### src/rtl/chord_mixer_if.sv
// chord_mixer_if: command, control and sample bus of the chord mixer.
//   master: drives play, note, duration, new_note, beat, generate_next_sample;
//           observes sample_out, new_sample_ready, voices_active, note_stolen.
//   slave : the mixer side (directions reversed).
interface chord_mixer_if #(
  parameter int NUM_VOICES = 3,
  parameter int NOTE_W     = 6,
  parameter int DUR_W      = 6
);
  logic                     play;
  logic [NOTE_W-1:0]        note;
  logic [DUR_W-1:0]         duration;
  logic                     new_note;
  logic                     beat;
  logic                     generate_next_sample;
  logic signed [15:0]       sample_out;
  logic                     new_sample_ready;
  logic [NUM_VOICES-1:0]    voices_active;
  logic                     note_stolen;

  modport master (
    output play, note, duration, new_note, beat, generate_next_sample,
    input  sample_out, new_sample_ready, voices_active, note_stolen
  );

  modport slave (
    input  play, note, duration, new_note, beat, generate_next_sample,
    output sample_out, new_sample_ready, voices_active, note_stolen
  );
endinterface

### src/rtl/chord_mixer.sv
// chord_mixer: polyphonic square-wave voice allocator and mixer.
// Note commands are assigned to NUM_VOICES voices (free voice first, else the
// voice closest to expiry is stolen). Durations count down on beat while
// playing. Each sample request advances all active voices' phases and returns
// the saturated sum of +/-AMP square waves two cycles after the request edge.
// Ports:
//   clk   - system clock, rising edge
//   reset - synchronous, active-high
//   bus   - chord_mixer_if.slave (play/note/duration/new_note/beat/
//           generate_next_sample in; sample_out/new_sample_ready/
//           voices_active/note_stolen out)
module chord_mixer #(
  parameter int NUM_VOICES = 3,
  parameter int NOTE_W     = 6,
  parameter int DUR_W      = 6,
  parameter int PHASE_W    = 16,
  parameter int STEP_SHIFT = 4,
  parameter int AMP        = 8192
) (
  input  logic         clk,
  input  logic         reset,
  chord_mixer_if.slave bus
);
  localparam int IDX_W = (NUM_VOICES > 1) ? $clog2(NUM_VOICES) : 1;
  localparam int SUM_W = 16 + $clog2(NUM_VOICES);
  localparam logic signed [15:0]      AMP_POS = 16'(AMP);
  localparam logic signed [15:0]      AMP_NEG = -AMP_POS;
  localparam logic signed [SUM_W-1:0] SAT_MAX = SUM_W'(32767);
  localparam logic signed [SUM_W-1:0] SAT_MIN = SUM_W'(-32768);

  logic [NUM_VOICES-1:0] active;
  logic [NOTE_W-1:0]     v_note  [NUM_VOICES];
  logic [DUR_W-1:0]      v_rem   [NUM_VOICES];
  logic [PHASE_W-1:0]    v_phase [NUM_VOICES];
  logic [PHASE_W-1:0]    v_next  [NUM_VOICES];
  logic signed [15:0]    v_samp  [NUM_VOICES];

  // pipeline: s0 = request captured, s1 = per-voice samples captured
  logic s0_valid, s0_play, s1_valid, s1_play;

  logic              accept, beat_en, found_free;
  logic [IDX_W-1:0]  free_idx, steal_idx, alloc_idx;
  logic [DUR_W-1:0]  min_rem;
  logic signed [SUM_W-1:0] sum;
  logic signed [15:0]      sat;

  assign accept  = bus.new_note && (bus.note != '0) && (bus.duration != '0);
  assign beat_en = bus.beat && bus.play;

  // Selection sees pre-beat state; strict '<' keeps ties on the lowest index.
  always_comb begin
    found_free = 1'b0;
    free_idx   = '0;
    for (int i = 0; i < NUM_VOICES; i++) begin
      if (!active[i] && !found_free) begin
        found_free = 1'b1;
        free_idx   = IDX_W'(i);
      end
    end
    steal_idx = '0;
    min_rem   = v_rem[0];
    for (int i = 1; i < NUM_VOICES; i++) begin
      if (v_rem[i] < min_rem) begin
        min_rem   = v_rem[i];
        steal_idx = IDX_W'(i);
      end
    end
    alloc_idx = found_free ? free_idx : steal_idx;
  end

  always_comb begin
    for (int i = 0; i < NUM_VOICES; i++) begin
      v_next[i] = v_phase[i] + (PHASE_W'(v_note[i]) << STEP_SHIFT);
    end
  end

  // Loading a voice takes priority over both beat and phase advance on it.
  always_ff @(posedge clk) begin
    if (reset) begin
      active <= '0;
      for (int i = 0; i < NUM_VOICES; i++) begin
        v_note[i]  <= '0;
        v_rem[i]   <= '0;
        v_phase[i] <= '0;
      end
    end else begin
      for (int i = 0; i < NUM_VOICES; i++) begin
        if (accept && (alloc_idx == IDX_W'(i))) begin
          active[i]  <= 1'b1;
          v_note[i]  <= bus.note;
          v_rem[i]   <= bus.duration;
          v_phase[i] <= '0;
        end else if (active[i]) begin
          if (s0_valid && s0_play) begin
            v_phase[i] <= v_next[i];
          end
          if (beat_en) begin
            v_rem[i] <= v_rem[i] - 1'b1;
            if (v_rem[i] == DUR_W'(1)) begin
              active[i]  <= 1'b0;
              v_phase[i] <= '0;
            end
          end
        end
      end
    end
  end

  always_ff @(posedge clk) begin
    if (reset) begin
      s0_valid <= 1'b0;
      s0_play  <= 1'b0;
      s1_valid <= 1'b0;
      s1_play  <= 1'b0;
      for (int i = 0; i < NUM_VOICES; i++) v_samp[i] <= '0;
    end else begin
      s0_valid <= bus.generate_next_sample;
      s0_play  <= bus.play;
      s1_valid <= s0_valid;
      s1_play  <= s0_play;
      if (s0_valid) begin
        for (int i = 0; i < NUM_VOICES; i++) begin
          if (!active[i] || !s0_play)   v_samp[i] <= '0;
          else if (v_next[i][PHASE_W-1]) v_samp[i] <= AMP_NEG;
          else                           v_samp[i] <= AMP_POS;
        end
      end
    end
  end

  always_comb begin
    sum = '0;
    for (int i = 0; i < NUM_VOICES; i++) sum = sum + SUM_W'(v_samp[i]);
    if (sum > SAT_MAX)      sat = 16'sh7fff;
    else if (sum < SAT_MIN) sat = -16'sh8000;
    else                    sat = sum[15:0];
  end

  always_ff @(posedge clk) begin
    if (reset) begin
      bus.sample_out       <= '0;
      bus.new_sample_ready <= 1'b0;
      bus.note_stolen      <= 1'b0;
    end else begin
      bus.new_sample_ready <= s1_valid;
      if (s1_valid) bus.sample_out <= s1_play ? sat : 16'sd0;
      bus.note_stolen <= accept && !found_free;
    end
  end

  assign bus.voices_active = active;
endmodule

### src/flat_wrapper.sv
// flat-port wrapper written by rule: the top's interface ports become plain ports
module chord_mixer_flat 
#(
  parameter int NUM_VOICES = 3,
  parameter int NOTE_W     = 6,
  parameter int DUR_W      = 6,
  parameter int PHASE_W    = 16,
  parameter int STEP_SHIFT = 4,
  parameter int AMP        = 8192
)
  (clk, reset, bus_play, bus_note, bus_duration, bus_new_note, bus_beat, bus_generate_next_sample, bus_sample_out, bus_new_sample_ready, bus_voices_active, bus_note_stolen);
  chord_mixer_if #(.NUM_VOICES(NUM_VOICES), .NOTE_W(NOTE_W), .DUR_W(DUR_W)) bus_i ();
  input  logic clk;
  input  logic reset;
  input wire logic [$bits(bus_i.play)-1:0] bus_play;
  input wire logic [$bits(bus_i.note)-1:0] bus_note;
  input wire logic [$bits(bus_i.duration)-1:0] bus_duration;
  input wire logic [$bits(bus_i.new_note)-1:0] bus_new_note;
  input wire logic [$bits(bus_i.beat)-1:0] bus_beat;
  input wire logic [$bits(bus_i.generate_next_sample)-1:0] bus_generate_next_sample;
  output wire logic [$bits(bus_i.sample_out)-1:0] bus_sample_out;
  output wire logic [$bits(bus_i.new_sample_ready)-1:0] bus_new_sample_ready;
  output wire logic [$bits(bus_i.voices_active)-1:0] bus_voices_active;
  output wire logic [$bits(bus_i.note_stolen)-1:0] bus_note_stolen;
  assign bus_i.play = bus_play;
  assign bus_i.note = bus_note;
  assign bus_i.duration = bus_duration;
  assign bus_i.new_note = bus_new_note;
  assign bus_i.beat = bus_beat;
  assign bus_i.generate_next_sample = bus_generate_next_sample;
  assign bus_sample_out = bus_i.sample_out;
  assign bus_new_sample_ready = bus_i.new_sample_ready;
  assign bus_voices_active = bus_i.voices_active;
  assign bus_note_stolen = bus_i.note_stolen;
  chord_mixer #(.NUM_VOICES(NUM_VOICES), .NOTE_W(NOTE_W), .DUR_W(DUR_W), .PHASE_W(PHASE_W), .STEP_SHIFT(STEP_SHIFT), .AMP(AMP)) u_core (.clk(clk), .reset(reset), .bus(bus_i));
endmodule
### config.mk
export PLATFORM = sky130hd
export DESIGN_NAME = chord_mixer_flat
export DESIGN_NICKNAME = d
export VERILOG_FILES = /design/src/rtl/chord_mixer_if.sv /design/src/rtl/chord_mixer.sv /design/src/flat_wrapper.sv
export SDC_FILE = /design/constraint.sdc
export NUM_CORES = 1
export LEC_CHECK = 0
export ABC_AREA = 0
export CORE_ASPECT_RATIO = 1.2
export CORE_MARGIN = 5
export CORE_UTILIZATION = 40
export CTS_CLUSTER_SIZE = 30
export DETAILED_ROUTE_END_ITERATION = 10
export SKIP_LAST_GASP = 1
export SLEW_MARGIN = 20
export SYNTH_ARGS = -nofsm -noshare
export SYNTH_HDL_FRONTEND = slang
export SYNTH_SLANG_ARGS = --single-unit
### constraint.sdc
create_clock -name clk -period 4.3 [get_ports clk]
set_input_delay 0.86 -clock clk [delete_from_list [all_inputs] [get_ports clk]]
set_output_delay 0.86 -clock clk [all_outputs]
set_load 0.02 [all_outputs]
Word-level counts from Yosys, hierarchy flattened
Memory sizes are Yosys's and may differ from the RTL's.
Index checks and enable logic that the tools add are counted.
{"block": "totals", "ff_bits": 25, "latchBits": 0, "mem_bits_rw": 93, "romBits": 0, "input_bits": 18, "mem_count": 4}
{"name": "u_core.v_phase", "words": 3, "word_bits": 16, "rd": 3, "rd_clocked_by_memory_dff": 0, "write_ports": 3, "line": "chord_mixer.sv:34", "text": "logic [PHASE_W-1:0] v_phase [NUM_VOICES];"}
{"name": "u_core.v_note", "words": 3, "word_bits": 6, "rd": 3, "rd_clocked_by_memory_dff": 0, "write_ports": 3, "line": "chord_mixer.sv:32", "text": "logic [NOTE_W-1:0] v_note [NUM_VOICES];"}
{"name": "u_core.v_rem", "words": 3, "word_bits": 6, "rd": 3, "rd_clocked_by_memory_dff": 0, "write_ports": 3, "line": "chord_mixer.sv:33", "text": "logic [DUR_W-1:0] v_rem [NUM_VOICES];"}
{"name": "u_core.v_samp", "words": 3, "word_bits": 3, "rd": 3, "rd_clocked_by_memory_dff": 0, "write_ports": 3, "line": "chord_mixer.sv:36", "text": "logic signed [15:0] v_samp [NUM_VOICES];"}
{"block": "classes", "addsub": 8, "multipliers": 0, "div": 0, "n_lt_le_gt_ge": 4, "n_eq_ne": 5, "n_shift": 0, "n_mux": 148, "n_bitwise": 27, "reduce_logical": 22}
{"cell": "$mux 16", "count": 12}
{"cell": "$mux 1", "count": 114}
{"cell": "$mux 6", "count": 10}
{"cell": "$add 16x10->16", "count": 3}
{"cell": "$mux 3", "count": 9}
{"cell": "$or 1x1->1", "count": 27}
{"cell": "$add 17x16->18", "count": 1}
{"cell": "$eq 6x1->1 const B", "count": 3}
{"cell": "$gt 18x16->1 const B", "count": 1}
{"cell": "$lt 18x16->1 const B", "count": 1}
{"cell": "$sub 6x1->6 const B", "count": 3}
{"cell": "$add 16x16->17", "count": 1}
{"cell": "$lt 6x6->1", "count": 2}
{"cell": "$reduce_bool 6->1", "count": 2}
{"cell": "$logic_and 1x1->1", "count": 10}
{"cell": "$logic_not 1->1", "count": 6}
{"cell": "$mux 2", "count": 3}
{"cell": "$logic_or 1x1->1", "count": 3}
{"cell": "$eq 2x1->1 const B", "count": 1}
{"cell": "$eq 2x2->1 const B", "count": 1}
{"cell": "$logic_not 2->1", "count": 1}

Logic depth before layout (Yosys ltp)
Gate-level depths: netlist of the first run.
{"block": "depth", "word_depth": 15, "depth_mapped": 15}

Worst setup path before layout of the first run
No wires, ideal clock.
{"block": "synth_timing", "path_kind": "flip-flop to flip-flop", "start": "memory u_core.v_rem[1][5]", "end": "memory u_core.v_phase[0][10], enable pin", "arrival_ns": 3.325, "required_ns": 3.926, "slack_ns": 0.601, "path_stages_with_launch": 12, "n_path_buf": 0, "path_cell_list": "edfxtp_1 > ha_1 > nand4_1 > o21ai_2 > mux2i_1 > ha_1 > a211oi_1 > nor2_1 > o31ai_1 > nor4b_2 > a211oi_1 > nand3b_1"}
{"item": "from (decl)", "line": "chord_mixer.sv:33"}
{"item": "to (decl)", "line": "chord_mixer.sv:34"}

==> results of run 1 <==
[layer usage]
metal | global-route usage (%) | share of wire (%) | vias to the layer above
li1 | - | - | 1941
met2 | 24.7 | 50 | 64
met3 | 2.53 | 2.9 | 18
met1 | 19.3 | 45 | 1893
met5 | 0 | 0 | -
met4 | 5.07 | 1.9 | 0
[layout make-up]
cell class | instances | area share, %
clock buffer | 13 | 3.85
clock inverter | 3 | 0.261
inverter | 45 | 2.71
multi-input combinational | 362 | 41.4
sequential | 91 | 41.6
tap | 168 | 3.37
timing repair buffer | 44 | 6.82
[critical path, cell delays in order, from the launching register on]
cell and delay [ns]:
sky130_fd_sc_hd__edfxtp_1 0.44, sky130_fd_sc_hd__inv_1 0.09, sky130_fd_sc_hd__ha_1 0.30, sky130_fd_sc_hd__nand4_1 0.12, sky130_fd_sc_hd__o21ai_2 0.43, sky130_fd_sc_hd__mux2i_1 0.28
sky130_fd_sc_hd__ha_1 0.27, sky130_fd_sc_hd__a211oi_1 0.27, sky130_fd_sc_hd__o21ai_0 0.17, sky130_fd_sc_hd__a311oi_1 0.41, sky130_fd_sc_hd__nor4b_4 0.14, sky130_fd_sc_hd__or3_1 0.60
sky130_fd_sc_hd__nor3_1 0.27
[logic make-up (layout without fill, tap and decap cells)]
logic type	Yosys count	in the layout
and+or+nand+nor	186	186
DFF	91	91
AOI/OAI and AO/OA	88	88
buffers and inverters	67	105
adders and majority gates	43	43
xor gates and xnor gates	24	24
muxes	21	21
[state kept, by name, summed over array words and instances (netlist names)]
name / flops
u_core.s0_valid: 1
u_core.v_rem: 18
u_core.s1_valid: 1
u_core.bus.note_stolen: 1
u_core.s0_play: 1
u_core.v_phase: 36
u_core.v_note: 18
u_core.s1_play: 1
u_core.bus.voices_active: 3
u_core.bus.new_sample_ready: 1
u_core.bus.sample_out: 4
u_core.v_samp: 6
[through the flow]
step	cells	hold slack, ns	worst slack [ns]	instance area (um^2)	power (W)
2_1_floorplan	520	0.443	0.601	5470	0.00130
3_3_place_gp	710	0.452	0.507	5970	0.00140
3_5_place_dp	710	0.456	0.379	5970	0.00141
4_1_cts	726	0.466	0.371	6230	0.00212
5_1_grt	726	0.475	0.0289	6240	0.00221
6_report	726	0.463	0.334	6240	0.00211
[power by group through the flow]
stage | clock (W) | sequential (W) | combinational (W)
2_1_floorplan | 0 | 0.00106 | 0.000242
3_3_place_gp | 0 | 0.00108 | 0.000324
3_5_place_dp | 0 | 0.00108 | 0.000330
4_1_cts | 0.000733 | 0.00106 | 0.000333
5_1_grt | 0.000769 | 0.00106 | 0.000375
6_report | 0.000716 | 0.00106 | 0.000332
[worst max-delay path by stage]
stage,from,end,slack [ns],cells after the start
after floorplan,u_core.v_rem[1][5],u_core.v_phase[0][10],0.60,11
after global placement,u_core.v_rem[0][5],u_core.v_phase[0][8],0.51,14
after detailed placement,u_core.v_rem[1][3],u_core.v_phase[0][6],0.38,12
after CTS,u_core.v_rem[0][3],u_core.v_phase[0][6],0.37,13
after global routing,u_core.v_rem[0][3],u_core.v_phase[0][6],0.03,13
final,u_core.v_rem[0][3],u_core.v_phase[0][6],0.33,12
[placed cells by master (no fill, tap or decap), types with 17 or more instances in the layout]
master                            instances
sky130_fd_sc_hd__a21oi_1                 32
sky130_fd_sc_hd__clkdlybuf4s50_1         38
sky130_fd_sc_hd__edfxtp_1                77
sky130_fd_sc_hd__ha_1                    35
sky130_fd_sc_hd__inv_1                   45
sky130_fd_sc_hd__mux2i_1                 21
sky130_fd_sc_hd__nand2_1                 32
sky130_fd_sc_hd__nand3_1                 22
sky130_fd_sc_hd__nor2_1                  33
sky130_fd_sc_hd__nor3_1                  23
sky130_fd_sc_hd__o21ai_0                 19
sky130_fd_sc_hd__xnor2_1                 17
==> impl_metrics.tcl, run 1 <==
set metrics [dict create \
    synth_top_cells_by_area "sky130_fd_sc_hd__edfxtp_1 (42%), sky130_fd_sc_hd__ha_1 (8.0%), sky130_fd_sc_hd__dfxtp_1 (5.1%)" \
    grt_antenna_before_repair 0 \
    min_tclk_post_route_ns 3.97 \
    setup_viol 0 \
    maxCapViolCount 0 \
    slew_headroom_pct 26.1 \
    critPathRequiredTime_ns 4.47 \
    timing_worst_setup_path_type "reg -> reg" \
    synth_fa_ha_area_share_pct 10.6 \
    worst_pin_slew_ns 1.11 \
    net_switching_power_figure_w 0.000555 \
    num_io_pins 39 \
    cts_tree "built" \
    clk_root_buffer_cell "sky130_fd_sc_hd__clkbuf_16" \
    yosys.area_share.xor_xnor_pct 3.84 \
    final-max-slew-violation-count 0 \
    grt_max_degree 15 \
    synth_simple_gate_area_share_pct 18.5 \
    detail_route.wirelength_um 11600 \
    seq_area_frac_synth_pct 47.4 \
    antenna_cells_inserted 0 \
    post_cts_resize_count 0 \
    power.leakage_nw 2.30 \
    final_core_util_pct 46.7 \
    htree_num_levels 3 \
    synth_top_family_by_area "simple AND/OR/NAND/NOR gates" \
    drive_above_1_share_pct 6.27 \
    critPathArrivalTime_ns 4.14 \
    grt_first_pass_wirelength_um 19200 \
    synth_common_cells "sky130_fd_sc_hd__edfxtp_1 (77), sky130_fd_sc_hd__inv_1 (45), sky130_fd_sc_hd__ha_1 (35)" \
    syn_area_per_cell_um2 10.5 \
    r2r_end "u_core.v_phase[0][6]" \
    synthesis.yosys.warnings 0 \
    cts_hold_buffers 0 \
    synthDistinctLibCells 56 \
    post_synth_inst_count 520 \
    grt.overflow.total 0 \
    aggregate_global_route_resource_usage_pct 14.8 \
    design.die.area_um2 16100 \
    yosysMostFrequentCell "sky130_fd_sc_hd__edfxtp_1" \
    footprint_of_the_multi_input_gates_um2 2580 \
    worst_ir_drop_vdd_mv 0.163 \
    run_status "completed" \
    fmax_mhz 252 \
    launch_instance_of_the_worst_register_to_register_path "u_core.v_rem[0][3]" \
    power.share.sequential_pct 50.3 \
    start_kind "flip-flop" \
    area.growth.synth_to_final_pct 13.9 \
    synth_top_area_cell "sky130_fd_sc_hd__edfxtp_1" \
    synth_compound_area_share_pct 10.2 \
    num-fill-cells 1272 \
    port_buffers 38 \
    route.detailed.vias_per_inst 5.39 \
    ctsLongestPathBuffers 2 \
    routed-via-count 3916 \
    detail_route.first_pass.iterations 4 \
    switching_share_pct 26.4 \
    clkTransAtPathRegs_ns 0.07 \
    hold_viol_final 0 \
    place.gp.congestion 0.888 \
    min_to "u_core.v_samp[2][0]" \
    post-cts-setup-buffer-count 0 \
    mapped_cell_area_um2 5470 \
    cp_max_fo 12 \
    unrepaired_setup_endpoints_after_global_routing "false" \
    register_area_um2 2590 \
    power_per_cell_area_nw_per_um2 338 \
    floorplan.die.height_um 138 \
    nNetsFinal 612 \
    coreArea_um2 13400 \
    r2r_slack_ns 0.33 \
    p_int_w 0.00155 \
    drc 0 \
    dieWidth_um 117 \
    synthesis.nets 579 \
    synth_flop_cell "sky130_fd_sc_hd__edfxtp_1" \
    postSynthRegisterBits 91 \
    crit_path_end_kind "flip-flop" \
    clock_latency_ns 0.34 \
    synth.mux.area_fraction_pct 3.84 \
    route.detailed.wl_per_inst_um 15.9 \
    initial_utilization_pct 41.0 \
    cts_made_buffers 9 \
    vias_in_the_first_global_route 3946 \
    holdCritStartpoint "u_core.s0_play" \
    fp-row-count 46 \
    synth.top_cell.area_share_pct 42.2 \
    postSynth.asyncResetShare_pct 0 \
    count_of_flip_flops_with_a_built_in_enable_after_synthesis 77 \
    setup_tns_ns 0 \
    tritoncts_num_sinks 91 \
    period_share_pct 92.2 \
    clock_skew_ns 0.00687 \
    detail-route-antenna-nets 0 \
    drt_iter0_markers 387 \
    holdPathStages 2 \
    worstRegToRegCells 12 \
    holdCritPathClass "reg -> reg" \
    combPwrFrac_pct 15.8 \
    power.clock.fraction_pct 34.0 \
    detailedPlacementHpwl_um 8750 \
]
Power figures use the tool's default switching activity.
==> inputs of run 2 (changes only) <==
--- a/config.mk
+++ b/config.mk
@@ -8,9 +8,10 @@
 export ABC_AREA = 0
 export CORE_ASPECT_RATIO = 1.2
 export CORE_MARGIN = 5
-export CORE_UTILIZATION = 40
+export CORE_UTILIZATION = 45
 export CTS_CLUSTER_SIZE = 30
 export DETAILED_ROUTE_END_ITERATION = 10
+export MAX_ROUTING_LAYER = met4
 export SKIP_LAST_GASP = 1
 export SLEW_MARGIN = 20
 export SYNTH_ARGS = -nofsm -noshare
==> impl_metrics.tcl, run 2 (synthesis gave the netlist of run 1 again) <==
set metrics [dict create \
    num_io_pins 39 \
    grt.overflow.total 0 \
    p_int_w 0.00169 \
    final-max-slew-violation-count 0 \
    route.detailed.wl_per_inst_um 16.1 \
    detailedPlace.worstSlack_ns 0.360 \
    grt_antenna_before_repair 0 \
    run_status "completed" \
    post-cts-setup-buffer-count 0 \
    critPathArrivalTime_ns 4.06 \
    unrepaired_setup_endpoints_after_global_routing "false" \
    clkTransAtPathRegs_ns 0.07 \
    min_tclk_post_route_ns 3.99 \
    maxCapViolCount 0 \
    cp-endpoint "u_core.v_phase[0][8]" \
    post_cts_resize_count 0 \
    power.share.sequential_pct 46.8 \
    antenna_cells_inserted 0 \
    detail_route.first_pass.iterations 4 \
    launch_instance_of_the_worst_register_to_register_path "u_core.v_rem[0][3]" \
    detailedPlacementHpwl_um 8680 \
    setup_tns_ns 0 \
    drive_above_1_share_pct 6.64 \
    period_share_pct 92.7 \
    start_kind "flip-flop" \
    cts_hold_buffers 0 \
    grt_first_pass_wirelength_um 18900 \
    design.die.area_um2 14500 \
    setup_viol 0 \
    nNetsFinal 611 \
    worstRegToRegCells 13 \
    crit_path_end_kind "flip-flop" \
    aggregate_global_route_resource_usage_pct 16.7 \
    p_total_w 0.00226 \
    port_buffers 38 \
    largest_register_ffs 36 \
    most-common-layout-cells "sky130_fd_sc_hd__edfxtp_1 (77), sky130_fd_sc_hd__inv_1 (45), sky130_fd_sc_hd__clkdlybuf4s50_1 (38)" \
    grt_max_degree 20 \
    slowest_stage_delay_on_critical_path_ns 0.74 \
    mostFrequentLayoutCell "sky130_fd_sc_hd__edfxtp_1" \
    power_per_cell_area_nw_per_um2 359 \
    route.detailed.vias_per_inst 5.37 \
    fmax_mhz 251 \
    worst_ir_drop_vdd_mv 0.174 \
    power.clock.fraction_pct 38.5 \
    registers_with_the_most_flip_flops "u_core.v_phase (36), u_core.v_note (18), u_core.v_rem (18)" \
    cts_made_buffers 9 \
    holdCritPathClass "reg -> reg" \
    cp_max_fo 12 \
    initial_utilization_pct 45.6 \
    hold_viol_final 0 \
    routed-via-count 3855 \
    placed_area_um2 5950 \
    drt_iter0_markers 198 \
    cpMaxStageDelayCell "sky130_fd_sc_hd__nor4b_2" \
    fp-row-count 44 \
    timing.final.ws_setup_ns 0.313 \
    num-fill-cells 1132 \
    r2r_end "u_core.v_phase[0][8]" \
    power.leakage_nw 2.32 \
    slew_headroom_pct 45.1 \
    clk_root_buffer_cell "sky130_fd_sc_hd__clkbuf_16" \
    detail_route.wirelength_um 11500 \
    floorplan.die.height_um 131 \
    coreArea_um2 12000 \
    ctsLongestPathBuffers 2 \
    detail-route-antenna-nets 0 \
    final_cell_area_um2 6290 \
    area.growth.synth_to_final_pct 15.0 \
    setup.worst_path.start "u_core.v_rem[0][3]" \
    timing.critical_path.mode_cell "sky130_fd_sc_hd__ha_1" \
    clock_skew_ns 0.00753 \
    dieWidth_um 111 \
    r2r_slack_ns 0.31 \
    switching_share_pct 25.3 \
    place.gp.congestion 0.883 \
    timing_worst_setup_path_type "reg -> reg" \
    htree_num_levels 3 \
    cts_tree "built" \
    net_switching_power_figure_w 0.000572 \
    tritoncts_num_sinks 91 \
    clock_latency_ns 0.34 \
    critical_path.cell_chain "inv_1 -> ha_1 -> nand4_1 -> o21ai_2 -> mux2i_1 -> ha_1 -> o21ai_0 -> nor2_1 -> o31ai_1 -> buf_4 -> nor4b_2 -> or3_1 -> nor3_1" \
    drc 0 \
    worst_pin_slew_ns 0.821 \
    combPwrFrac_pct 14.7 \
    largest_register "u_core.v_phase" \
    vias_in_the_first_global_route 3932 \
    critPathRequiredTime_ns 4.37 \
    final_core_util_pct 52.4 \
]
run 2: cell count changes in the layout (fill, tap and decap cells not counted):
cell	previous run	this run
sky130_fd_sc_hd__buf_4	6	5
sky130_fd_sc_hd__bufinv_16	0	2
sky130_fd_sc_hd__clkbuf_1	4	1
sky130_fd_sc_hd__clkbuf_8	0	1
sky130_fd_sc_hd__clkinv_2	2	0
sky130_fd_sc_hd__clkinv_4	0	1
sky130_fd_sc_hd__clkinvlp_4	0	1
sky130_fd_sc_hd__inv_4	1	0
sky130_fd_sc_hd__inv_6	0	1
sky130_fd_sc_hd__nor4b_2	0	1
sky130_fd_sc_hd__nor4b_4	1	0
sky130_fd_sc_hd__o311ai_2	1	0
sky130_fd_sc_hd__o311ai_4	0	1
run 2: layer usage:
metal	vias to the layer above	GRT usage [%]	wire [um]
met5	-	-	0
met1	1850	19.5	5220
met4	0	5.43	182
met3	14	2.67	266
met2	53	29.8	5870
li1	1938	-	-
run 2: critical path: cells and delay by family, from the launching register on:
kind / cells / cell delay, ns
buffers and inverters: 2 / 0.26
muxes: 1 / 0.16
AOI/OAI and AO/OA: 3 / 0.60
and+or+nand+nor: 5 / 1.64
DFF: 1 / 0.45
adders and majority gates: 2 / 0.61
run 2: layout make-up:
class                   count  area [um^2]  area share [%]
flip-flops and latches     91         2590            41.2
multi-input cells         362         2580            41.1
repair buffers             43          418            6.64
clock buffers              11          243            3.86
well taps                 161          201            3.20
inverters                  45          169            2.68
clock inverters             5         85.1            1.35
run 2: how the worst min path moves through the flow:
stage,from,end,slack (ns),depth (start not counted)
CTS,u_core.s0_play,u_core.v_samp[2][0],0.47,2
global route,u_core.bus.sample_out[15],u_core.bus.sample_out[15],0.50,2
finish,u_core.s0_play,u_core.v_samp[2][0],0.47,2
floorplan,u_core.s0_play,u_core.v_samp[2][0],0.44,2
global placement,u_core.s0_play,u_core.v_samp[2][0],0.46,2
detailed placement,u_core.s0_play,u_core.v_samp[2][0],0.46,2
run 2: through the flow:
step	hold slack, ns	std cells
after global routing	0.496	718
after detailed placement	0.461	702
after global placement	0.456	702
final	0.465	718
after CTS	0.470	718
after floorplan	0.443	520
run 2: power groups by stage:
| stage | clock network, W | logic, W | registers, W |
|---|---|---|---|
| after detailed placement | 0 | 0.000329 | 0.00108 |
| after floorplan | 0 | 0.000242 | 0.00106 |
| after CTS | 0.000891 | 0.000333 | 0.00106 |
| after global routing | 0.000931 | 0.000372 | 0.00106 |
| final | 0.000871 | 0.000331 | 0.00106 |
| after global placement | 0 | 0.000323 | 0.00107 |
